[src/rtl/stage_fetch.sv]
// -----------------------------------------------------------------------------
// stage_fetch
//
// Pipeline front end. Owns the PC, issues in-order word reads to instruction
// memory over a req/gnt/rvalid handshake, buffers returned words and hands one
// instruction per cycle to decode. Honours decode backpressure (stall) and PC
// redirects from execute, discarding wrong-path words both buffered and still
// in flight.
//
// Parameters
//   RESET_PC  PC value after reset.
//   DEPTH     Maximum words in flight plus buffered (must be >= 2).
//
// Ports
//   clk, rst                 clock, synchronous active-high reset
//   imem_req / imem_addr     read request and word-aligned address
//   imem_gnt                 request accepted this cycle
//   imem_rvalid / imem_rdata in-order read response
//   redirect / redirect_addr replace the PC, kill wrong-path words
//   stall                    decode cannot accept; hold outputs
//   instr                    registered instruction to decode
//   fetch_instr_addr         address of instr
//   fetch_instr_addr_plus    fetch_instr_addr + 4 (mod 2^32)
//   fetch_valid              instr is a real fetched word
// -----------------------------------------------------------------------------
module stage_fetch #(
    parameter logic [31:0] RESET_PC = 32'h0000_0000,
    parameter int unsigned DEPTH    = 2
) (
    input  logic        clk,
    input  logic        rst,
    output logic        imem_req,
    output logic [31:0] imem_addr,
    input  logic        imem_gnt,
    input  logic        imem_rvalid,
    input  logic [31:0] imem_rdata,
    input  logic        redirect,
    input  logic [31:0] redirect_addr,
    input  logic        stall,
    output logic [31:0] instr,
    output logic [31:0] fetch_instr_addr,
    output logic [31:0] fetch_instr_addr_plus,
    output logic        fetch_valid
);

    localparam int unsigned   CW       = $clog2(DEPTH + 1);
    localparam int unsigned   PW       = $clog2(DEPTH);
    localparam logic [31:0]   NOP      = 32'h0000_0013;
    localparam logic [CW-1:0] DEPTH_C  = CW'(DEPTH);
    localparam logic [PW-1:0] LAST_IDX = PW'(DEPTH - 1);

    // Circular pointer advance; DEPTH need not be a power of two.
    function automatic logic [PW-1:0] ptr_inc(input logic [PW-1:0] p);
        return (p == LAST_IDX) ? '0 : p + 1'b1;
    endfunction

    // -------------------------------------------------------------------------
    // State
    // -------------------------------------------------------------------------
    logic [31:0]   pc_q, pc_d;
    logic [CW-1:0] inflight_q, inflight_d;
    logic [CW-1:0] kill_q, kill_d;
    logic [CW-1:0] count_q, count_d;

    // Addresses of granted requests, popped by every response (live or killed).
    logic [31:0]   aq_mem [DEPTH];
    logic [PW-1:0] aq_wr_q, aq_rd_q;

    // Returned words waiting for decode.
    logic [31:0]   buf_addr [DEPTH];
    logic [31:0]   buf_data [DEPTH];
    logic [PW-1:0] buf_wr_q, buf_wr_d;
    logic [PW-1:0] buf_rd_q, buf_rd_d;

    logic [31:0]   instr_q, instr_d;
    logic [31:0]   faddr_q, faddr_d;
    logic [31:0]   fplus_q, fplus_d;
    logic          valid_q, valid_d;

    // -------------------------------------------------------------------------
    // Handshake decode
    // -------------------------------------------------------------------------
    logic        grant;
    logic        resp_live;
    logic        resp_kill;
    logic [31:0] resp_addr;
    logic        buf_empty;
    logic        bypass;
    logic        buf_push;
    logic        buf_pop;
    logic [CW:0] credits_used;

    // Only the word-aligned part of the redirect target is meaningful.
    logic unused_redirect_lsb;
    assign unused_redirect_lsb = ^redirect_addr[1:0];

    assign credits_used = {1'b0, inflight_q} + {1'b0, count_q};

    // Credit check keeps buffered + in-flight words within DEPTH so the buffer
    // can always absorb every outstanding response, even under a long stall.
    assign imem_req  = !rst && !redirect && (credits_used < {1'b0, DEPTH_C});
    assign imem_addr = pc_q;

    assign grant     = imem_req && imem_gnt;
    assign resp_live = imem_rvalid && (kill_q == '0);
    assign resp_kill = imem_rvalid && (kill_q != '0);
    assign resp_addr = aq_mem[aq_rd_q];
    assign buf_empty = (count_q == '0);

    // A live response goes straight to the output registers only when nothing
    // older is buffered and decode will take it this cycle.
    assign bypass    = resp_live && buf_empty && !stall && !redirect;
    assign buf_push  = resp_live && !redirect && !bypass;
    assign buf_pop   = !redirect && !stall && !buf_empty;

    // -------------------------------------------------------------------------
    // Next-state: PC and counters
    // -------------------------------------------------------------------------
    always_comb begin
        pc_d = pc_q;
        if (redirect) begin
            pc_d = {redirect_addr[31:2], 2'b00};
        end else if (grant) begin
            pc_d = pc_q + 32'd4;
        end
    end

    always_comb begin
        inflight_d = inflight_q;
        if (grant) begin
            inflight_d = inflight_d + 1'b1;
        end
        if (imem_rvalid) begin
            inflight_d = inflight_d - 1'b1;
        end
    end

    // On redirect every request still outstanding after this cycle's response
    // is wrong-path; a response arriving in the redirect cycle is already
    // accounted for by inflight_d.
    always_comb begin
        kill_d = kill_q;
        if (redirect) begin
            kill_d = inflight_d;
        end else if (resp_kill) begin
            kill_d = kill_q - 1'b1;
        end
    end

    always_comb begin
        count_d  = count_q;
        buf_wr_d = buf_wr_q;
        buf_rd_d = buf_rd_q;
        if (redirect) begin
            count_d  = '0;
            buf_wr_d = '0;
            buf_rd_d = '0;
        end else begin
            if (buf_push) begin
                buf_wr_d = ptr_inc(buf_wr_q);
            end
            if (buf_pop) begin
                buf_rd_d = ptr_inc(buf_rd_q);
            end
            unique case ({buf_push, buf_pop})
                2'b10:   count_d = count_q + 1'b1;
                2'b01:   count_d = count_q - 1'b1;
                default: count_d = count_q;
            endcase
        end
    end

    // -------------------------------------------------------------------------
    // Next-state: output registers
    // -------------------------------------------------------------------------
    always_comb begin
        instr_d = instr_q;
        faddr_d = faddr_q;
        fplus_d = fplus_q;
        valid_d = valid_q;
        if (redirect) begin
            // Squash regardless of stall; the address outputs keep their value.
            instr_d = NOP;
            valid_d = 1'b0;
        end else if (!stall) begin
            if (buf_pop) begin
                instr_d = buf_data[buf_rd_q];
                faddr_d = buf_addr[buf_rd_q];
                fplus_d = buf_addr[buf_rd_q] + 32'd4;
                valid_d = 1'b1;
            end else if (bypass) begin
                instr_d = imem_rdata;
                faddr_d = resp_addr;
                fplus_d = resp_addr + 32'd4;
                valid_d = 1'b1;
            end else begin
                instr_d = NOP;
                valid_d = 1'b0;
            end
        end
    end

    // -------------------------------------------------------------------------
    // Registers
    // -------------------------------------------------------------------------
    always_ff @(posedge clk) begin
        if (rst) begin
            pc_q       <= RESET_PC;
            inflight_q <= '0;
            kill_q     <= '0;
            count_q    <= '0;
            aq_wr_q    <= '0;
            aq_rd_q    <= '0;
            buf_wr_q   <= '0;
            buf_rd_q   <= '0;
            instr_q    <= NOP;
            faddr_q    <= 32'h0000_0000;
            fplus_q    <= 32'h0000_0004;
            valid_q    <= 1'b0;
        end else begin
            pc_q       <= pc_d;
            inflight_q <= inflight_d;
            kill_q     <= kill_d;
            count_q    <= count_d;
            buf_wr_q   <= buf_wr_d;
            buf_rd_q   <= buf_rd_d;
            instr_q    <= instr_d;
            faddr_q    <= faddr_d;
            fplus_q    <= fplus_d;
            valid_q    <= valid_d;
            // The address queue is never flushed: killed responses still pop it,
            // which keeps it aligned with the in-order response stream.
            if (grant) begin
                aq_wr_q <= ptr_inc(aq_wr_q);
            end
            if (imem_rvalid) begin
                aq_rd_q <= ptr_inc(aq_rd_q);
            end
        end
    end

    // Storage arrays carry no reset; validity is tracked by the pointers.
    always_ff @(posedge clk) begin
        if (!rst && grant) begin
            aq_mem[aq_wr_q] <= pc_q;
        end
        if (!rst && buf_push) begin
            buf_addr[buf_wr_q] <= resp_addr;
            buf_data[buf_wr_q] <= imem_rdata;
        end
    end

    assign instr                 = instr_q;
    assign fetch_instr_addr      = faddr_q;
    assign fetch_instr_addr_plus = fplus_q;
    assign fetch_valid           = valid_q;

    // -------------------------------------------------------------------------
    // Invariants
    // -------------------------------------------------------------------------
    a_kill_le_inflight : assert property (@(posedge clk) disable iff (rst)
        kill_q <= inflight_q);
    a_credit_bound : assert property (@(posedge clk) disable iff (rst)
        credits_used <= {1'b0, DEPTH_C});
    a_no_orphan_resp : assert property (@(posedge clk) disable iff (rst)
        !(imem_rvalid && inflight_q == '0));
    a_addr_aligned : assert property (@(posedge clk) disable iff (rst)
        imem_addr[1:0] == 2'b00);

endmodule

[config.mk]
export PLATFORM = sky130hd
export DESIGN_NAME = stage_fetch
export DESIGN_NICKNAME = d
export VERILOG_FILES = /design/src/rtl/stage_fetch.sv
export SDC_FILE = /design/constraint.sdc
export NUM_CORES = 1
export LEC_CHECK = 0
export CAP_MARGIN = 20
export CORE_MARGIN = 2
export CORE_UTILIZATION = 58
export DETAILED_ROUTE_END_ITERATION = 10
export GPL_ROUTABILITY_DRIVEN = 0
export PLACE_DENSITY = 0.85
export REMOVE_ABC_BUFFERS = 1
export SETUP_SLACK_MARGIN = 0.5
export SYNTH_ARGS = -nofsm -noshare
export SYNTH_HDL_FRONTEND = slang
export SYNTH_SLANG_ARGS = --single-unit
[constraint.sdc]
create_clock -name clk -period 7.5 [get_ports clk]
set_input_delay 1.125 -clock clk [delete_from_list [all_inputs] [get_ports clk]]
set_output_delay 1.125 -clock clk [all_outputs]
set_load 0.01 [all_outputs]
==> results_dict.tcl, run 1 <==
set metrics [dict create \
    outcome "complete, no violations" \
    track_usage_pct 25.1 \
    drive_above_1_share_pct 10.5 \
    fmax_ghz 0.205 \
    cp_data_required_time_ps 6380 \
    cts_resized 0 \
    cap_violations 0 \
    p_sw_share_pct 23.3 \
    grt_pass1_vias 9442 \
    final-setup-viol-count 0 \
    critical_path.slowest_cell "or2_2" \
    cts_setup_buffers 0 \
    yosys.area.top_type "edfxtp_1" \
    worstPathArrival_ps 3740 \
    placedInstanceArea_mm2 0.0155 \
    gr-total-overflow 0 \
    irDropWorstVdd_uv 167 \
    nets 1393 \
    synth_edf_count 184 \
    path_cells "clkdlybuf4s50_1, buf_4, or2_2, nor3_2, clkdlybuf4s50_1" \
    cts.path.max_buffers 3 \
    hpwlAfterDp_um 20500 \
    vias 9946 \
    ys_ff_latch 319 \
    ys_types 75 \
    synth_area_per_cell_um2 11.7 \
    htree_levels 1 \
    die_h_um 156 \
    path_clk_slew_ps 70 \
    finalNonFillerCells 1627 \
    seq_power_share_pct 50.6 \
    grt_start_max_net_pins 85 \
    intPower_w 0.00296 \
    viasPerCell 6.11 \
    cts_tree "done" \
    async_flop_share_pct 0 \
    synthMostInstantiatedCell "edfxtp_1" \
    clock_sinks 319 \
    hold_buffers 0 \
    drt_pass1_iterations 9 \
    placedCellCount 1569 \
    period_share_pct 64.9 \
    rsz0062_at_grt "no" \
    num_rows 55 \
    antenna_cells 0 \
    ys_warn_count 0 \
    pwr-share-clk_pct 39.6 \
    critPathMaxStageDelay_ps 640 \
    worst-setup-path-type "in2out" \
    period_minus_slack_ps 4870 \
    start_util_pct 59.3 \
    root_buffer "clkbuf_16" \
    postRouteWirelength_um 31500 \
    power_density_mw_per_mm2 234 \
    yosysTopAreaCellShare_pct 41.0 \
    hold_viol 0 \
    syn_inst 1150 \
    clock_latency_ps 550 \
    drcViolationCount 0 \
    drtIter0Drc 1067 \
    power.switching_w 0.000900 \
    dieArea_mm2 0.0245 \
    hold_class "reg2reg" \
    synth-seq-area-share_pct 61.1 \
    antenna_found_initial 0 \
    worst-slew-pin-transition_ps 1130 \
    startpoint_type "input pin" \
    cp_max_fo 36 \
    synth_area_mm2 0.0135 \
    holdWs_ps 450 \
    cp_num_buf_inv 3 \
    cts-buffers-inserted 31 \
    slew_viol_final 0 \
    postRouteAntennaNets 0 \
    io_pins 200 \
    syn_to_final_growth_pct 22.7 \
    path_delay_family "buffers and inverters" \
    synthTopCellsByArea "edfxtp_1, dfxtp_1, mux2i_1, mux2_2, nor2_1" \
    synth_common_cells "edfxtp_1, dfxtp_1, nor2_1" \
    floorplan.die.width_um 156 \
    end_kind "primary output" \
    max_slew_margin_pct 24.9 \
    coreArea_mm2 0.0227 \
    comb_power_share_pct 9.8 \
    wire_per_inst_um 19.4 \
    io_buffers 191 \
    p_leak_nw 5.47 \
    synth-main-ff-cell "edfxtp_1" \
    design_area_mm2 0.0165 \
    grt_pass1_wl_um 49200 \
    cp_common_cell "clkdlybuf4s50_1" \
    clock_skew_ps 9.03 \
    fin_setup_tns_ps 0 \
]
## final timing paths
path,start,endpoint,slack [ps],cells after the start
min,fetch_instr_addr[17],fetch_instr_addr[17],450,2
min reg2reg,fetch_instr_addr[17],fetch_instr_addr[17],450,2
max reg2reg,flop,fetch_instr_addr_plus[28],3920,9
max,redirect,imem_req,2630,5
## power groups by stage
stage / Clock, W / Combinational [W] / Sequential [W]
floorplan: 0 / 0.000175 / 0.00200
global placement: 0 / 0.000361 / 0.00199
detailed placement: 0 / 0.000370 / 0.00199
CTS: 0.00154 / 0.000374 / 0.00195
global route: 0.00160 / 0.000408 / 0.00196
finish: 0.00153 / 0.000377 / 0.00195
## area by class of cell
type                       instances  area (um^2)
multi-input combinational        734         4790
sequential                       319         8230
timing repair buffer             207         2040
fill                            1497         6190
clock inverter                    13          134
clock buffer                      44          875
tap                              285          357
inverter                          25         93.8
## tightest hold or removal path: cells and delay by family, from the launching register on
kind | cells | cell delay (ps)
simple gates | 1 | 50
compound gates | 1 | 50
flops | 1 | 310
## state kept, by name, summed over array words and instances (netlist names), named ones only
name	cells
buf_wr_q	1
buf_rd_q	1
aq_mem	60
aq_rd_q	1
buf_data	64
instr	32
kill_q	2
buf_addr	60
inflight_q	2
fetch_instr_addr_plus	30
fetch_valid	1
count_q	2
aq_wr_q	1
fetch_instr_addr	30
imem_addr	30
## cells in the final DEF, fill, tap and decap left out, types with 37 or more instances in the layout
cell	instances
clkdlybuf4s50_1	190
a21oi_1	72
nand2_1	90
dfxtp_1	134
mux2i_1	51
o21ai_0	37
edfxtp_1	184
mux2_2	45
nor2_1	128
## kinds of logic after synthesis
family	Yosys count	synth area share, %
other	1	0.0278
AOI/OAI and AO/OA	233	11.9
xor gates and xnor gates	35	2.28
DFF	319	61.1
and+or+nand+nor	358	12.9
adders and majority gates	5	0.520
buffers and inverters	102	3.64
muxes	97	7.64
## per-layer routing
layer | GRT usage, % | wire length, um | vias to the layer above
li1 | - | - | 4608
met5 | 0 | 0 | -
met1 | 35.7 | 13600 | 4784
met3 | 3.82 | 2490 | 52
met2 | 40.4 | 14900 | 502
met4 | 7.12 | 562 | 0
## through the flow
step	power [W]	util, %	worst slack [ps]
final	0.00386	72.8	2630
after global routing	0.00397	72.8	2540
after CTS	0.00387	72.7	2640
after detailed placement	0.00236	68.2	2620
after global placement	0.00235	68.2	2630
after floorplan	0.00218	-	2780
Note: power is estimated with default switching activity, not from simulation.
==> run 2: changes to the inputs <==
Settings changed: CORE_UTILIZATION 58 to 49, PLACE_DENSITY 0.85 to 0.76.
Clock period 7.5 ns to 4.21 ns, I/O delays scaled along.
==> results_dict.tcl, run 2 (same netlist as run 1, synthesis figures left out) <==
set metrics [dict create \
    intPower_w 0.00535 \
    critical_path.slowest_cell "clkdlybuf4s50_1" \
    coreArea_mm2 0.0270 \
    power_density_mw_per_mm2 413 \
    grt_start_max_net_pins 55 \
    layout_commonest_cell "clkdlybuf4s50_1" \
    period_share_pct 80.9 \
    drt_pass1_iterations 7 \
    io_pins 200 \
    floorplan.die.width_um 170 \
    cp_data_required_time_ps 3580 \
    hpwlAfterDp_um 21300 \
    fmax_ghz 0.294 \
    rsz0062_at_grt "no" \
    worst-slew-pin-transition_ps 986 \
    worst-setup-path-type "in2out" \
    startpoint_type "input pin" \
    worstPathArrival_ps 2770 \
    hold_end "fetch_instr_addr[10]" \
    cts-buffers-inserted 31 \
    final-setup-viol-count 0 \
    fin_setup_tns_ps 0 \
    cts_resized 0 \
    gr-total-overflow 0 \
    antenna_cells 0 \
    hold_viol 0 \
    track_usage_pct 21.6 \
    r2r_slack_ps 880 \
    max_flop_register "buf_data" \
    power.switching_w 0.00157 \
    cap_violations 0 \
    antenna_found_initial 1 \
    cts_tree "done" \
    num_rows 60 \
    clock_skew_ps 6.35 \
    ff2ff_path_depth 9 \
    cts_setup_buffers 0 \
    hold_buffers 0 \
    wire_per_inst_um 18.6 \
    whs_path_depth 2 \
    timing.rr.end "fetch_instr_addr_plus[28]" \
    p_total_w 0.00692 \
    end_kind "primary output" \
    drive_above_1_share_pct 11.8 \
    clock_latency_ps 550 \
    post-place-ws_ps 487 \
    path_cells "clkdlybuf4s50_1, buf_4, or2_2, nor3_2, clkdlybuf4s50_1" \
    htree_levels 1 \
    hold_start "fetch_instr_addr[10]" \
    die_h_um 170 \
    utilization_pct 62.2 \
    viasPerCell 5.75 \
    mostFrequentLayoutCells "clkdlybuf4s50_1, edfxtp_1, dfxtp_1" \
    root_buffer "clkbuf_16" \
    clock_sinks 319 \
    p_sw_share_pct 22.7 \
    grt_pass1_wl_um 50100 \
    max_slew_margin_pct 34.2 \
    path_clk_slew_ps 60 \
    cp_common_cell "clkdlybuf4s50_1" \
    drtIter0Drc 890 \
    io_buffers 191 \
    cp_max_fo 17 \
    seq_power_share_pct 50.5 \
    syn_to_final_growth_pct 24.4 \
    layout_setup_ws_ps 804 \
    cts.path.max_buffers 3 \
    finalNonFillerCells 1699 \
    reg.largest.list "buf_data: 64 flops, aq_mem: 60 flops, buf_addr: 60 flops" \
    largest_reg_flops 64 \
    vias 9765 \
    pwr-share-clk_pct 39.8 \
    start_util_pct 50.0 \
    grt_pass1_vias 9377 \
    comb_power_share_pct 9.6 \
    drcViolationCount 0 \
    postRouteAntennaNets 0 \
    dieArea_mm2 0.0288 \
    placedCellCount 1640 \
    nets 1408 \
    outcome "complete, no violations" \
    postRouteWirelength_um 31700 \
    period_minus_slack_ps 3410 \
    irDropWorstVdd_uv 333 \
    critPathMaxStageDelay_ps 630 \
    p_leak_nw 5.59 \
    hold_class "reg2reg" \
    slew_viol_final 0 \
]
## run 2: critical path: cells and delay by family
family | cells | cell delay (ps)
buffers and inverters | 3 | 1470
AND/OR/NAND/NOR | 2 | 660
## run 2: cell type report
class / instances / area, um^2
inverters: 25 / 93.8
clock buffers: 48 / 963
well taps: 341 / 427
clock inverters: 10 / 80.1
repair buffers: 222 / 2170
multi-input cells: 734 / 4790
fillers: 2075 / 10200
flip-flops and latches: 319 / 8230
## run 2: worst max path at each step
stage / start / end / slack [ps] / depth (start not counted)
floorplan: stall / fetch_instr_addr_plus[28] / -20 / 6
global placement: redirect / fetch_instr_addr_plus[29] / 590 / 9
detailed placement: redirect / fetch_instr_addr_plus[31] / 490 / 10
CTS: redirect / imem_req / 810 / 5
global route: flop / fetch_instr_addr_plus[28] / 620 / 9
finish: redirect / imem_req / 800 / 5
## run 2: layer usage
layer	up-vias	routed length, um	global-route usage [%]	part of all wire [%]
li1	4644	-	-	-
met1	4688	14400	31.9	45
met2	394	14600	34.1	46
met3	39	2230	3.06	7.0
met4	0	500	4.83	1.6
met5	-	0	0	0
## run 2: stage by stage
step / hold slack (ps) / instance area [um^2]
after floorplan: 470 / 13100
after global placement: 442 / 15700
after detailed placement: 448 / 15700
after CTS: 456 / 16700
after global routing: 467 / 16800
final: 454 / 16800
## run 2: power by group through the flow
stage                     sequential, W  clock, W  combinational, W
after CTS                       0.00349   0.00280          0.000663
final                           0.00350   0.00275          0.000667
after global placement          0.00355         0          0.000645
after detailed placement        0.00356         0          0.000658
after global routing            0.00351   0.00293          0.000725
after floorplan                 0.00357         0          0.000311
